--- src/rtl/ifu_pkg.sv ---
// rtl/ifu_pkg.sv - shared types and defaults for the IFU memory request queue
// Purpose: outstanding-request entry layout, default sizing and the VALID constant.
// Ports: none (package).
package ifu_pkg;

    localparam int IFU_TAG_WIDTH  = 28;
    localparam int IFU_LINE_WIDTH = 128;
    localparam int IFU_DEPTH      = 4;

    localparam logic VALID = 1'b1;

    // Tag field is sized by IFU_TAG_WIDTH; the queue's TAG_WIDTH must match it.
    typedef struct packed {
        logic                     valid;
        logic [IFU_TAG_WIDTH-1:0] tag;
        logic                     is_pref;
        logic                     issued;
    } t_req_entry;

endpackage

--- src/rtl/ifu_mem_req_sel.sv ---
// rtl/ifu_mem_req_sel.sv - lowest-set-bit priority selector
// Purpose: returns the index of the lowest set request bit and whether any bit is set.
// Ports:
//   req_i   [N-1:0]          candidate bit vector
//   found_o                  at least one bit set
//   idx_o   [$clog2(N)-1:0]  index of lowest set bit (0 when none)
module ifu_mem_req_sel #(
    parameter int N = 4
) (
    input  logic [N-1:0]         req_i,
    output logic                 found_o,
    output logic [$clog2(N)-1:0] idx_o
);

    localparam int IW = $clog2(N);

    // Scan high to low so the last hit written is the lowest index.
    always_comb begin
        found_o = 1'b0;
        idx_o   = '0;
        for (int i = N - 1; i >= 0; i--) begin
            if (req_i[i]) begin
                found_o = 1'b1;
                idx_o   = IW'(i);
            end
        end
    end

endmodule

--- src/rtl/ifu_mem_req_queue.sv ---
// rtl/ifu_mem_req_queue.sv - IFU miss/prefetch request table toward instruction memory
// Purpose: merges demand-miss and prefetch tag requests into one outstanding table,
// issues them to memory (misses first), and returns registered fills on response.
// Ports:
//   Clock, Rst                            clock, synchronous active-low reset
//   miss_req{ValidIn,TagIn,ReadyOut}      demand-miss request handshake
//   pref_req{ValidIn,TagIn,ReadyOut}      prefetch request handshake
//   mem_req{ValidOut,TagOut,ReadyIn}      request issue to memory
//   mem_rsp{ValidIn,TagIn,InsLineIn}      memory response
//   fill_rsp{ValidOut,TagOut,InsLineOut,IsPrefOut}  registered fill to cache
//   outstandingCountOut                   number of valid entries
//   errUnmatchedRspOut                    sticky unmatched-response flag
module ifu_mem_req_queue
    import ifu_pkg::*;
#(
    parameter int TAG_WIDTH  = IFU_TAG_WIDTH,
    parameter int LINE_WIDTH = IFU_LINE_WIDTH,
    parameter int DEPTH      = IFU_DEPTH
) (
    input  logic                    Clock,
    input  logic                    Rst,
    input  logic                    miss_reqValidIn,
    input  logic [TAG_WIDTH-1:0]    miss_reqTagIn,
    output logic                    miss_reqReadyOut,
    input  logic                    pref_reqValidIn,
    input  logic [TAG_WIDTH-1:0]    pref_reqTagIn,
    output logic                    pref_reqReadyOut,
    output logic                    mem_reqValidOut,
    output logic [TAG_WIDTH-1:0]    mem_reqTagOut,
    input  logic                    mem_reqReadyIn,
    input  logic                    mem_rspValidIn,
    input  logic [TAG_WIDTH-1:0]    mem_rspTagIn,
    input  logic [LINE_WIDTH-1:0]   mem_rspInsLineIn,
    output logic                    fill_rspValidOut,
    output logic [TAG_WIDTH-1:0]    fill_rspTagOut,
    output logic [LINE_WIDTH-1:0]   fill_rspInsLineOut,
    output logic                    fill_rspIsPrefOut,
    output logic [$clog2(DEPTH):0]  outstandingCountOut,
    output logic                    errUnmatchedRspOut
);

    localparam int IW = $clog2(DEPTH);
    localparam int CW = IW + 1;

    t_req_entry             entry_q [DEPTH];
    t_req_entry             entry_d [DEPTH];
    logic                   lock_valid_q, lock_valid_d;
    logic [IW-1:0]          lock_idx_q, lock_idx_d;
    logic                   fill_valid_q, fill_valid_d;
    logic [TAG_WIDTH-1:0]   fill_tag_q, fill_tag_d;
    logic [LINE_WIDTH-1:0]  fill_line_q, fill_line_d;
    logic                   fill_pref_q, fill_pref_d;
    logic                   err_q, err_d;

    logic [DEPTH-1:0] free_vec, free2_vec, miss_hit, pref_hit, rsp_hit;
    logic [DEPTH-1:0] unissued_miss, unissued_pref;
    logic [CW-1:0]    valid_cnt, free_cnt;

    always_comb begin
        valid_cnt = '0;
        for (int i = 0; i < DEPTH; i++) begin
            free_vec[i]      = !entry_q[i].valid;
            miss_hit[i]      = entry_q[i].valid && (entry_q[i].tag == miss_reqTagIn);
            pref_hit[i]      = entry_q[i].valid && (entry_q[i].tag == pref_reqTagIn);
            rsp_hit[i]       = entry_q[i].valid && entry_q[i].issued && (entry_q[i].tag == mem_rspTagIn);
            unissued_miss[i] = entry_q[i].valid && !entry_q[i].issued && !entry_q[i].is_pref;
            unissued_pref[i] = entry_q[i].valid && !entry_q[i].issued && entry_q[i].is_pref;
            valid_cnt        = valid_cnt + CW'(entry_q[i].valid);
        end
        free_cnt = CW'(DEPTH) - valid_cnt;
    end

    logic          free0_found, free2_found, umiss_found, upref_found, rsp_found;
    logic [IW-1:0] free0_idx, free2_idx, umiss_idx, upref_idx, rsp_idx;

    // Second free slot: same search with the first free slot masked off.
    always_comb begin
        free2_vec            = free_vec;
        free2_vec[free0_idx] = 1'b0;
    end

    ifu_mem_req_sel #(.N(DEPTH)) u_sel_free0 (.req_i(free_vec),      .found_o(free0_found), .idx_o(free0_idx));
    ifu_mem_req_sel #(.N(DEPTH)) u_sel_free2 (.req_i(free2_vec),     .found_o(free2_found), .idx_o(free2_idx));
    ifu_mem_req_sel #(.N(DEPTH)) u_sel_miss  (.req_i(unissued_miss), .found_o(umiss_found), .idx_o(umiss_idx));
    ifu_mem_req_sel #(.N(DEPTH)) u_sel_pref  (.req_i(unissued_pref), .found_o(upref_found), .idx_o(upref_idx));
    ifu_mem_req_sel #(.N(DEPTH)) u_sel_rsp   (.req_i(rsp_hit),       .found_o(rsp_found),   .idx_o(rsp_idx));

    logic          miss_match, pref_match, miss_fire, pref_fire, miss_alloc, pref_alloc;
    logic          issue_fire, rsp_free;
    logic [IW-1:0] pref_slot, sel_idx;

    // Ready uses pre-edge occupancy: a slot freed this cycle is not reusable until next cycle.
    // The last free slot is held back for misses while a miss is competing.
    assign miss_match       = |miss_hit;
    assign pref_match       = |pref_hit;
    assign miss_reqReadyOut = miss_match || (free_cnt != '0);
    assign pref_reqReadyOut = pref_match || (free_cnt >= CW'(2)) ||
                              ((free_cnt >= CW'(1)) && !miss_reqValidIn);
    assign miss_fire        = miss_reqValidIn && miss_reqReadyOut;
    assign pref_fire        = pref_reqValidIn && pref_reqReadyOut;
    assign miss_alloc       = miss_fire && !miss_match && free0_found;
    // A prefetch carrying the same tag as an allocating miss folds into the miss entry.
    assign pref_alloc       = pref_fire && !pref_match &&
                              !(miss_alloc && (pref_reqTagIn == miss_reqTagIn)) &&
                              (miss_alloc ? free2_found : free0_found);
    assign pref_slot        = miss_alloc ? free2_idx : free0_idx;

    // A locked index keeps the presented tag stable until memory takes it.
    assign sel_idx         = lock_valid_q ? lock_idx_q : (umiss_found ? umiss_idx : upref_idx);
    assign mem_reqValidOut = lock_valid_q || umiss_found || upref_found;
    assign mem_reqTagOut   = entry_q[sel_idx].tag;
    assign issue_fire      = mem_reqValidOut && mem_reqReadyIn;
    assign rsp_free        = mem_rspValidIn && rsp_found;

    always_comb begin
        for (int i = 0; i < DEPTH; i++) begin
            entry_d[i] = entry_q[i];
            if (miss_fire && miss_hit[i]) entry_d[i].is_pref = 1'b0;
            if (issue_fire && (sel_idx == IW'(i))) entry_d[i].issued = 1'b1;
            if (rsp_free && (rsp_idx == IW'(i))) entry_d[i].valid = 1'b0;
            if (miss_alloc && (free0_idx == IW'(i))) entry_d[i] = '{VALID, miss_reqTagIn, 1'b0, 1'b0};
            if (pref_alloc && (pref_slot == IW'(i))) entry_d[i] = '{VALID, pref_reqTagIn, 1'b1, 1'b0};
        end

        lock_valid_d = lock_valid_q;
        lock_idx_d   = lock_idx_q;
        if (issue_fire) begin
            lock_valid_d = 1'b0;
        end else if (mem_reqValidOut) begin
            lock_valid_d = 1'b1;
            lock_idx_d   = sel_idx;
        end

        // An entry upgraded by a miss in its freeing cycle is reported as a demand fill.
        fill_valid_d = rsp_free;
        fill_tag_d   = fill_tag_q;
        fill_line_d  = fill_line_q;
        fill_pref_d  = fill_pref_q;
        if (rsp_free) begin
            fill_tag_d  = mem_rspTagIn;
            fill_line_d = mem_rspInsLineIn;
            fill_pref_d = entry_q[rsp_idx].is_pref && !(miss_fire && miss_hit[rsp_idx]);
        end

        err_d = err_q || (mem_rspValidIn && !rsp_found);
    end

    always_ff @(posedge Clock) begin
        if (!Rst) begin
            for (int i = 0; i < DEPTH; i++) entry_q[i] <= '0;
            lock_valid_q <= 1'b0;
            lock_idx_q   <= '0;
            fill_valid_q <= 1'b0;
            fill_tag_q   <= '0;
            fill_line_q  <= '0;
            fill_pref_q  <= 1'b0;
            err_q        <= 1'b0;
        end else begin
            for (int i = 0; i < DEPTH; i++) entry_q[i] <= entry_d[i];
            lock_valid_q <= lock_valid_d;
            lock_idx_q   <= lock_idx_d;
            fill_valid_q <= fill_valid_d;
            fill_tag_q   <= fill_tag_d;
            fill_line_q  <= fill_line_d;
            fill_pref_q  <= fill_pref_d;
            err_q        <= err_d;
        end
    end

    assign fill_rspValidOut    = fill_valid_q;
    assign fill_rspTagOut      = fill_tag_q;
    assign fill_rspInsLineOut  = fill_line_q;
    assign fill_rspIsPrefOut   = fill_pref_q;
    assign outstandingCountOut = valid_cnt;
    assign errUnmatchedRspOut  = err_q;

endmodule
--- config.mk ---
export PLATFORM = sky130hd
export DESIGN_NAME = ifu_mem_req_queue
export DESIGN_NICKNAME = d
export VERILOG_FILES = /design/src/rtl/ifu_pkg.sv /design/src/rtl/ifu_mem_req_sel.sv /design/src/rtl/ifu_mem_req_queue.sv
export SDC_FILE = /design/constraint.sdc
export NUM_CORES = 1
export LEC_CHECK = 0
export CELL_PAD_IN_SITES_DETAIL_PLACEMENT = 1
export CELL_PAD_IN_SITES_GLOBAL_PLACEMENT = 1
export CORE_UTILIZATION = 38
export CTS_CLUSTER_DIAMETER = 200
export DETAILED_ROUTE_END_ITERATION = 6
export PLACE_DENSITY = 0.88
export SLEW_MARGIN = 20
export SYNTH_ARGS = -nofsm -noshare
export SYNTH_HDL_FRONTEND = slang
export SYNTH_SLANG_ARGS = --single-unit
--- constraint.sdc ---
create_clock -name Clock -period 3.8 [get_ports Clock]
set_input_delay 0.38 -clock Clock [delete_from_list [all_inputs] [get_ports Clock]]
set_output_delay 0.38 -clock Clock [all_outputs]
set_load 0.01 [all_outputs]
After elaboration in Yosys (flattened, before gate mapping)
Memory sizes are Yosys's and may differ from the RTL's.
Index checks and enable logic that the tools add are counted.

cells by class
  add/subtract/negate cells = 4
  magnitude comparators = 5
  eq/ne operators = 25
  mux-type cells = 74
  bitwise logic cells = 8
  reduce and logical (&&, ||, !) cells = 96

operators with widths
  cell                   count
  $mux W31               12
  $eq A28 B28 Y1         13
  $logic_and A1 B1 Y1    63
  $mux W2                23
  $mux W1                37
  $logic_not A1 Y1       18
  $eq A2 B2 Y1 const B   8
  $eq A2 B1 Y1 const B   4
  $logic_not A2 Y1       4
  $reduce_or A4 Y1       2
  $logic_or A1 B1 Y1     6
  $lt A2 B3 Y1 const B   2
  $and A4 B4 Y4          1
  $not A4 Y4             1
  $or A1 B1 Y1           4
  $add A2 B1 Y3          1
  $add A3 B1 Y3          1
  $ge A3 B1 Y1 const B   1
  $ge A3 B2 Y1 const B   1
  $reduce_bool A3 Y1     1
  $sub A3 B3 Y3 const A  1
  $add A1 B1 Y2          1
  $bmux W1 S2            1
  $demux W1 S2           1
  other kinds (4)        5

word-level totals
  register bits after elaboration = 162
  logic and storage cells = 220
  bits in writable memories = 124
  input port bits = 218
  output and inout port bits = 193
  memories kept = 1

memories
  name     words  width  read ports  clocked after memory_dff  write ports  line                     text
  entry_q  4      31     6           0                         4            ifu_mem_req_queue.sv:45  t_req_entry entry_q [DEPTH];

Depth between registers and ports, before layout
Gate-level depths: netlist (run 1).

  word-level depth = 19
  mapped depth = 15
  mapped depth without buffers = 12

Hierarchy
From an unflattened synthesis (run 1), not the netlist that was laid out.

unflattened totals
  cells, all modules = 1897
  area, all modules = 16732.3 µm²

modules (own cells, without submodules)
  module             cells each  times used  area an instance (µm²)  seq. area each (µm²)
  ifu_mem_req_queue  1862        1           16557.1                 5725.5
  ifu_mem_req_sel    7           5           35.0                    0.0

Least setup slack after synthesis (run 1)
No wires, ideal clock.

  path type = flip-flop to flip-flop
  start point = mem entry_q[3][30] (netlist name)
  end point = mem entry_q[1][14] (netlist name)
  clock period less this slack = 3.354 ns
  data required time = 3.655 ns
  library setup time = 0.145 ns
  data arrival time = 3.209 ns
  path buffers = 1
  setup slack = 0.446 ns
  stages on the path, launching flop included = 13
  cells stage by stage = dfxtp_1 > fa_1 > ha_1 > ha_1 > inv_1 > ha_1 > xnor2_1 > nand2_1 > nand3_1 > nor3_1 > clkbuf_1 > mux2i_1 > a221oi_2

RTL lines
  what                line
  start: declaration  ifu_mem_req_queue.sv:45

==> results of run 1 <==
-- what timing repair did --
| action | 4_1_cts | 5_1_grt |
|---|---|---|
| setup buffers | 2 | 0 |
| endpoints found under the hold margin | 0 | 0 |
| endpoints found under the setup margin | 26 | 2 |
| resized for setup | 8 | 9 |
| pin swaps | 1 | 1 |
-- report_power, final --
| part | internal [mW] | switching, mW |
|---|---|---|
| clock | 2.09 | 1.51 |
| combinational | 3.62 | 4.84 |
| sequential | 3.50 | 1.23 |
| total | 9.21 | 7.58 |
-- worst max path at each step --
| stage | from | to | slack (ns) | cells past startpoint |
|---|---|---|---|---|
| after global routing | entry_q[3][20]$_SDFFE_PN0P_ | miss_reqReadyOut | 0.001 | 7 |
| after global placement | mem_rspTagIn[20] | fill_rspInsLineOut[71]$_SDFFE_PN0P_ | -0.14 | 9 |
| after floorplan | entry_q[3][30]$_SDFFE_PN0P_ | entry_q[1][14]$_SDFFE_PN0P_ | 0.45 | 12 |
| after detailed placement | mem_rspTagIn[20] | fill_rspInsLineOut[44]$_SDFFE_PN0P_ | -0.14 | 9 |
| final | entry_q[3][20]$_SDFFE_PN0P_ | miss_reqReadyOut | 0.02 | 7 |
| after CTS | entry_q[0][30]$_SDFFE_PN0P_ | pref_reqReadyOut | 0.0007 | 9 |
-- sequential cells by signal, indices dropped and copies added, names as in the netlist --
register	count
fill_rspTagOut	28
fill_rspValidOut	1
entry_q	124
errUnmatchedRspOut	1
lock_idx_q	2
lock_valid_q	1
fill_rspInsLineOut	128
fill_rspIsPrefOut	1
-- routing by layer --
metal  part of all wire [%]  vias up  wire (µm)  GRT usage [%]
met4                    6.8        8       6620           27.5
met3                     11      364      10200           11.9
li1                       -     7507          -              -
met2                     46     1164      44700           67.6
met5                  0.057        -         55              0
met1                     36     8979      35100           48.0
-- cells in the mapped netlist, drive strengths merged, types with 3 or more instances --
cell,count,share of area [%]
a31oi,32,1.2
nor3,19,0.56
xnor2,160,8.3
a21o,3,0.13
and4,3,0.17
xor2,204,10
nor4,72,2.6
clkbuf,128,2.8
a21oi,14,0.41
nor2b,5,0.18
mux4,27,3.6
nand3,18,0.53
inv,12,0.26
and3,7,0.29
dfxtp,286,34
nand2,85,1.9
or3b,3,0.15
ha,8,0.59
a221oi,85,4.7
a2111oi,3,0.19
mux2i,244,14
buf,63,2.3
or4,5,0.24
o21ai,43,1.3
nand2b,9,0.33
nand4,67,2.5
nor3b,4,0.18
nor2,207,4.6
or2,6,0.22
-- metrics by stage --
step	hold slack, ns	TNS, ns
global placement	0.459	-3.47
finish	0.412	0
CTS	0.400	0
detailed placement	0.466	-3.19
global route	0.432	0
floorplan	0.460	0
-- final cells by class --
cell class / instances / area (µm²) / area share (%)
Sequential cell: 286 / 5740 / 23.5
Antenna cell: 8 / 20.0 / 0.0821
Timing Repair Buffer: 637 / 6150 / 25.2
Inverter: 12 / 52.6 / 0.215
Clock buffer: 51 / 1020 / 4.17
Tap cell: 592 / 741 / 3.04
Multi-Input combinational cell: 1360 / 10500 / 42.9
Clock inverter: 13 / 194 / 0.795
-- cells by family (layout without fill, tap and decap cells) --
kind of cell,after synthesis,in the layout,synth area share [%]
adders and majority gates,9,9,0.705
AOI/OAI and AO/OA,193,193,8.56
and+or+nand+nor,521,521,14.9
muxes,273,273,18.0
DFF,286,286,33.6
buffers and inverters,203,713,5.39
other,0,8,0
xor gates and xnor gates,364,364,18.8
-- critical path, delay by kind of cell (launching register included) --
kind          cells  cell delay (ns)
buf+inv           1             0.56
flops             1             0.57
simple gates      6             1.70
==> flow_summary.ini, run 1 <==
[timing]
fin_worst_skew_ns = 0.0258
worstMarginPinSlew_ns = 1.33
period_needed_ns = 3.78
fmax_mhz = 265
rsz0062_at_grt = false
min_period_over_period_pct = 99.5
setup_viol = 0
fin_ws_ns = 0.0194
hold_viol = 0
slew_viol_final = 0
relSlewSlack_pct = 11.3

[detailed_routing]
drt-vias-per-instance = 6.09
drtIter0Drc = 1892
drt_wl_total_um = 96600
antenna_left = 0
drc = 0
dr_total_vias = 18000
wl_per_cell_um = 32.7
drtPass1Iterations = 6

[floorplan]
start_util_pct = 38.5
rows = 77
die_w_um = 214
die_area_um2 = 45700
die_h_um = 214
core_region_area_um2 = 44200
pin_count = 411

[outcome]
outcome = finished, final reports clean

[cts]
numCtsBuffers = 36
clk_latency_ns = 0.58
clock_sinks = 286
cts_hold_buf = 0
cts-root-buf = clkbuf_16
cts_tree = done
clk_pin_slew_ns = 0.06
cts_buffer_depth = 3
h-tree-depth = 2

[critical_path]
reg2reg_depth = 13
crit_slowest_cell = dfxtp_1
path_class = flop to primary output
cp_max_fo = 8
cpMostUsedCell = nand3_1
arrival_ns = 3.40
r2r-start = entry_q[3][30]$_SDFFE_PN0P_
rrSetupSlack_ns = 0.23
startpoint_type = flop
worstPathRequired_ns = 3.42
critPathCaptureType = primary output
r2r-end = entry_q[3][14]$_SDFFE_PN0P_
slowest_delay_ns = 0.57
path_cells = nand2b_1, nand3_1, or4_1, or4_4, and4_4, nand3_1, clkdlybuf4s50_1

[global_routing]
antenna_found_initial = 11
grt_pass1_vias = 19200
track_usage_pct = 41.7
grt_max_degree = 169
grt_pass1_wl_um = 135000
grt.overflow.total = 0

[worst_hold_path]
hold_end = fill_rspInsLineOut[118]$_SDFFE_PN0P_
hp-start = mem_rspInsLineIn[118]
whs_path_depth = 3
hold_class = input port to flop

[place]
place_inst = 2885
gp_congestion = 1.07
placed_cell_area_um2 = 23100
port-buffer-count = 410
place_hpwl_um = 74100
pre_cts_ws_ns = -0.139

[cells_and_area]
final_area_um2 = 24400
layout_commonest_cell = clkdlybuf4s50_1
final_cell_mix = 408 x clkdlybuf4s50_1, 276 x dfxtp_1, 244 x mux2i_1, 207 x nor2_1, 204 x xor2_1
nFillCells = 4885
area_growth_syn_to_layout_pct = 43.1
final_core_util_pct = 55.2
drive_gt1_share_pct = 15.1
fin_nets = 2560
stdcell_count = 2959

[synthesis]
netlist_area_um2 = 17000
synth_cell_types = 62
synth_nets = 2076
synth_seq_cells = 286
synthCells = 1849
postSynth.asyncResetShare_pct = 0
synth_warnings = 0
synth_enable_flop_cells = 0
postSynthAreaPerCell_um2 = 9.22
yosysSeqAreaShare_pct = 33.6
synth_flop_cell = dfxtp_1

[power_and_ir_drop]
power.leakage_nw = 10.1
ir_worst_vdd_mv = 0.501
report.power.total_mw = 16.8
powerDensity_nw_per_um2 = 689

[run]
drv_cap = 0
Power figures use the tool's default switching activity.
==> run 2: changes to the inputs <==
- CORE_UTILIZATION: 38 -> 41
- MAX_ROUTING_LAYER: unset -> met4
- PLACE_DENSITY: 0.88 -> 0.94
- clock period: 3.8 -> 4.7 ns (I/O delays scaled with it)
==> run 2 against run 1 <==
  * Via count is 0.58% higher
  * Clock-buffer cell count is 1 lower
  * Critical path depth is 1 higher
  * Sequential share of layout area is 1.4 points higher
  * Clock power is 25% lower
  * Sequential power is 16% lower
  * Register-to-register slack better by 0.72 ns
  * Sequential cell count stayed put
  * Design area is 5.8% lower
  * Combinational power is 23% lower
  * Critical endpoint unchanged
==> flow_summary.ini, run 2 (synthesis results as in run 1) <==
[critical_path]
worstPathRequired_ns = 4.23
critPathCaptureType = primary output
path_class = input port to primary output
arrival_ns = 3.92
reg2reg_depth = 9
cp_max_fo = 9
startpoint_type = input port

[cts]
clk_latency_ns = 0.57
cts-root-buf = clkbuf_16
cts_buffer_depth = 3
clock_sinks = 286
postCtsSetupRepairBufs = 0
clk_pin_slew_ns = 0.06
cts_tree = done
cts_hold_buf = 0
cts.repair.resized = 0
numCtsBuffers = 34
h-tree-depth = 2

[detailed_routing]
dr_total_vias = 18100
drt-vias-per-instance = 6.55
antenna_left = 0
drt_wl_total_um = 104000
drtPass1Iterations = 6
wl_per_cell_um = 37.5
drc = 0
drtIter0Drc = 2073

[power_and_ir_drop]
netSwitchingFraction_pct = 47.8
power_frac_comb_pct = 49.4
report.power.total_mw = 13.1
p_int_mw = 6.85
seqPwrFrac_pct = 30.1
power.leakage_nw = 9.32
p_sw_mw = 6.27
ir_worst_vdd_mv = 0.582
p_clk_share_pct = 20.5
powerDensity_nw_per_um2 = 571

[floorplan]
die_area_um2 = 42400
die_h_um = 206
core_region_area_um2 = 40900
die_w_um = 206
start_util_pct = 41.6
pin_count = 411
rows = 74

[timing]
min_period_over_period_pct = 93.4
fmax_mhz = 228
relSlewSlack_pct = 33.4
hold_viol = 0
worstMarginPinSlew_ns = 0.999
period_needed_ns = 4.39
rsz0062_at_grt = false
setup_viol = 0
fin_worst_skew_ns = 0.0221
tns_ns = 0
hold_slack_ns = 0.505
slew_viol_final = 0

[cells_and_area]
final_core_util_pct = 56.1
largest_reg_flops = 128
final_area_um2 = 23000
layout_commonest_cell = clkdlybuf4s50_1
drive_gt1_share_pct = 9.02
fin_nets = 2422
nFillCells = 4490
final_cell_mix = 410 x clkdlybuf4s50_1, 286 x dfxtp_1, 244 x mux2i_1, 207 x nor2_1, 204 x xor2_1
area_growth_syn_to_layout_pct = 34.8

[global_routing]
grt_pass1_wl_um = 142000
grt_pass1_vias = 19000
antenna_found_initial = 15
track_usage_pct = 49.4
grt_max_degree = 154
grt.overflow.total = 0

[place]
placed_cell_area_um2 = 21800
place_hpwl_um = 76100
port-buffer-count = 410
gp_congestion = 1.11

[worst_hold_path]
hold_class = flop to flop
whs_path_depth = 2

[run]
drv_cap = 0

[outcome]
outcome = finished, final reports clean
## run 2: changes by cell type in the layout (fill, tap and decap cells not counted), moves of 9 or more
cell	delta
dfxtp_1	+10
diode_2	+11
dfxtp_2	-9
buf_12	-14
buf_4	-122
## run 2: layout make-up
type	instances	area [µm²]	area share [%]
Antenna cell	19	47.5	0.207
Clock buffer	50	972	4.23
Clock inverter	8	97.6	0.425
Inverter	12	52.6	0.229
Multi-Input combinational cell	1360	10500	45.5
Sequential cell	286	5730	24.9
Tap cell	532	666	2.90
Timing Repair Buffer	501	4950	21.6
## run 2: per-stage QoR
step,std cells,setup slack [ns]
2_1_floorplan,1849,1.35
3_3_place_gp,2691,0.507
3_5_place_dp,2691,0.496
4_1_cts,2749,0.488
5_1_grt,2768,0.233
6_report,2768,0.308
## run 2: layer usage
layer  wire, µm  GRT usage (%)
met2      47500           76.8
met5          0              -
met1      36900           54.5
met4       8750           34.5
met3      10700           14.1
## run 2: final timing paths
check	startpoint	to	slack (ns)
setup / recovery	miss_reqTagIn[13]	miss_reqReadyOut	0.31
hold / removal	fill_rspInsLineOut[109]$_SDFFE_PN0P_	fill_rspInsLineOut[109]$_SDFFE_PN0P_	0.51
setup reg to reg	entry_q[2][15]$_SDFFE_PN0P_	entry_q[3][9]$_SDFFE_PN0P_	0.95
hold reg to reg	fill_rspInsLineOut[109]$_SDFFE_PN0P_	fill_rspInsLineOut[109]$_SDFFE_PN0P_	0.51
## run 2: critical path, stage by stage
cell,delay (ns)
clkdlybuf4s50_1,0.70
xnor2_1,0.74
nand4_1,0.21
nor4_1,0.60
nand4_1,0.28
and4_4,0.30
nand3_1,0.09
clkdlybuf4s50_1,0.53
## run 2: power groups by stage
stage | sequential (mW) | combinational [mW] | clock (mW)
CTS | 3.86 | 6.25 | 2.67
detailed placement | 3.90 | 6.17 | 0
finish | 3.95 | 6.48 | 2.69
floorplan | 3.36 | 3.51 | 0
global placement | 3.89 | 6.01 | 0
global route | 3.92 | 6.65 | 2.78
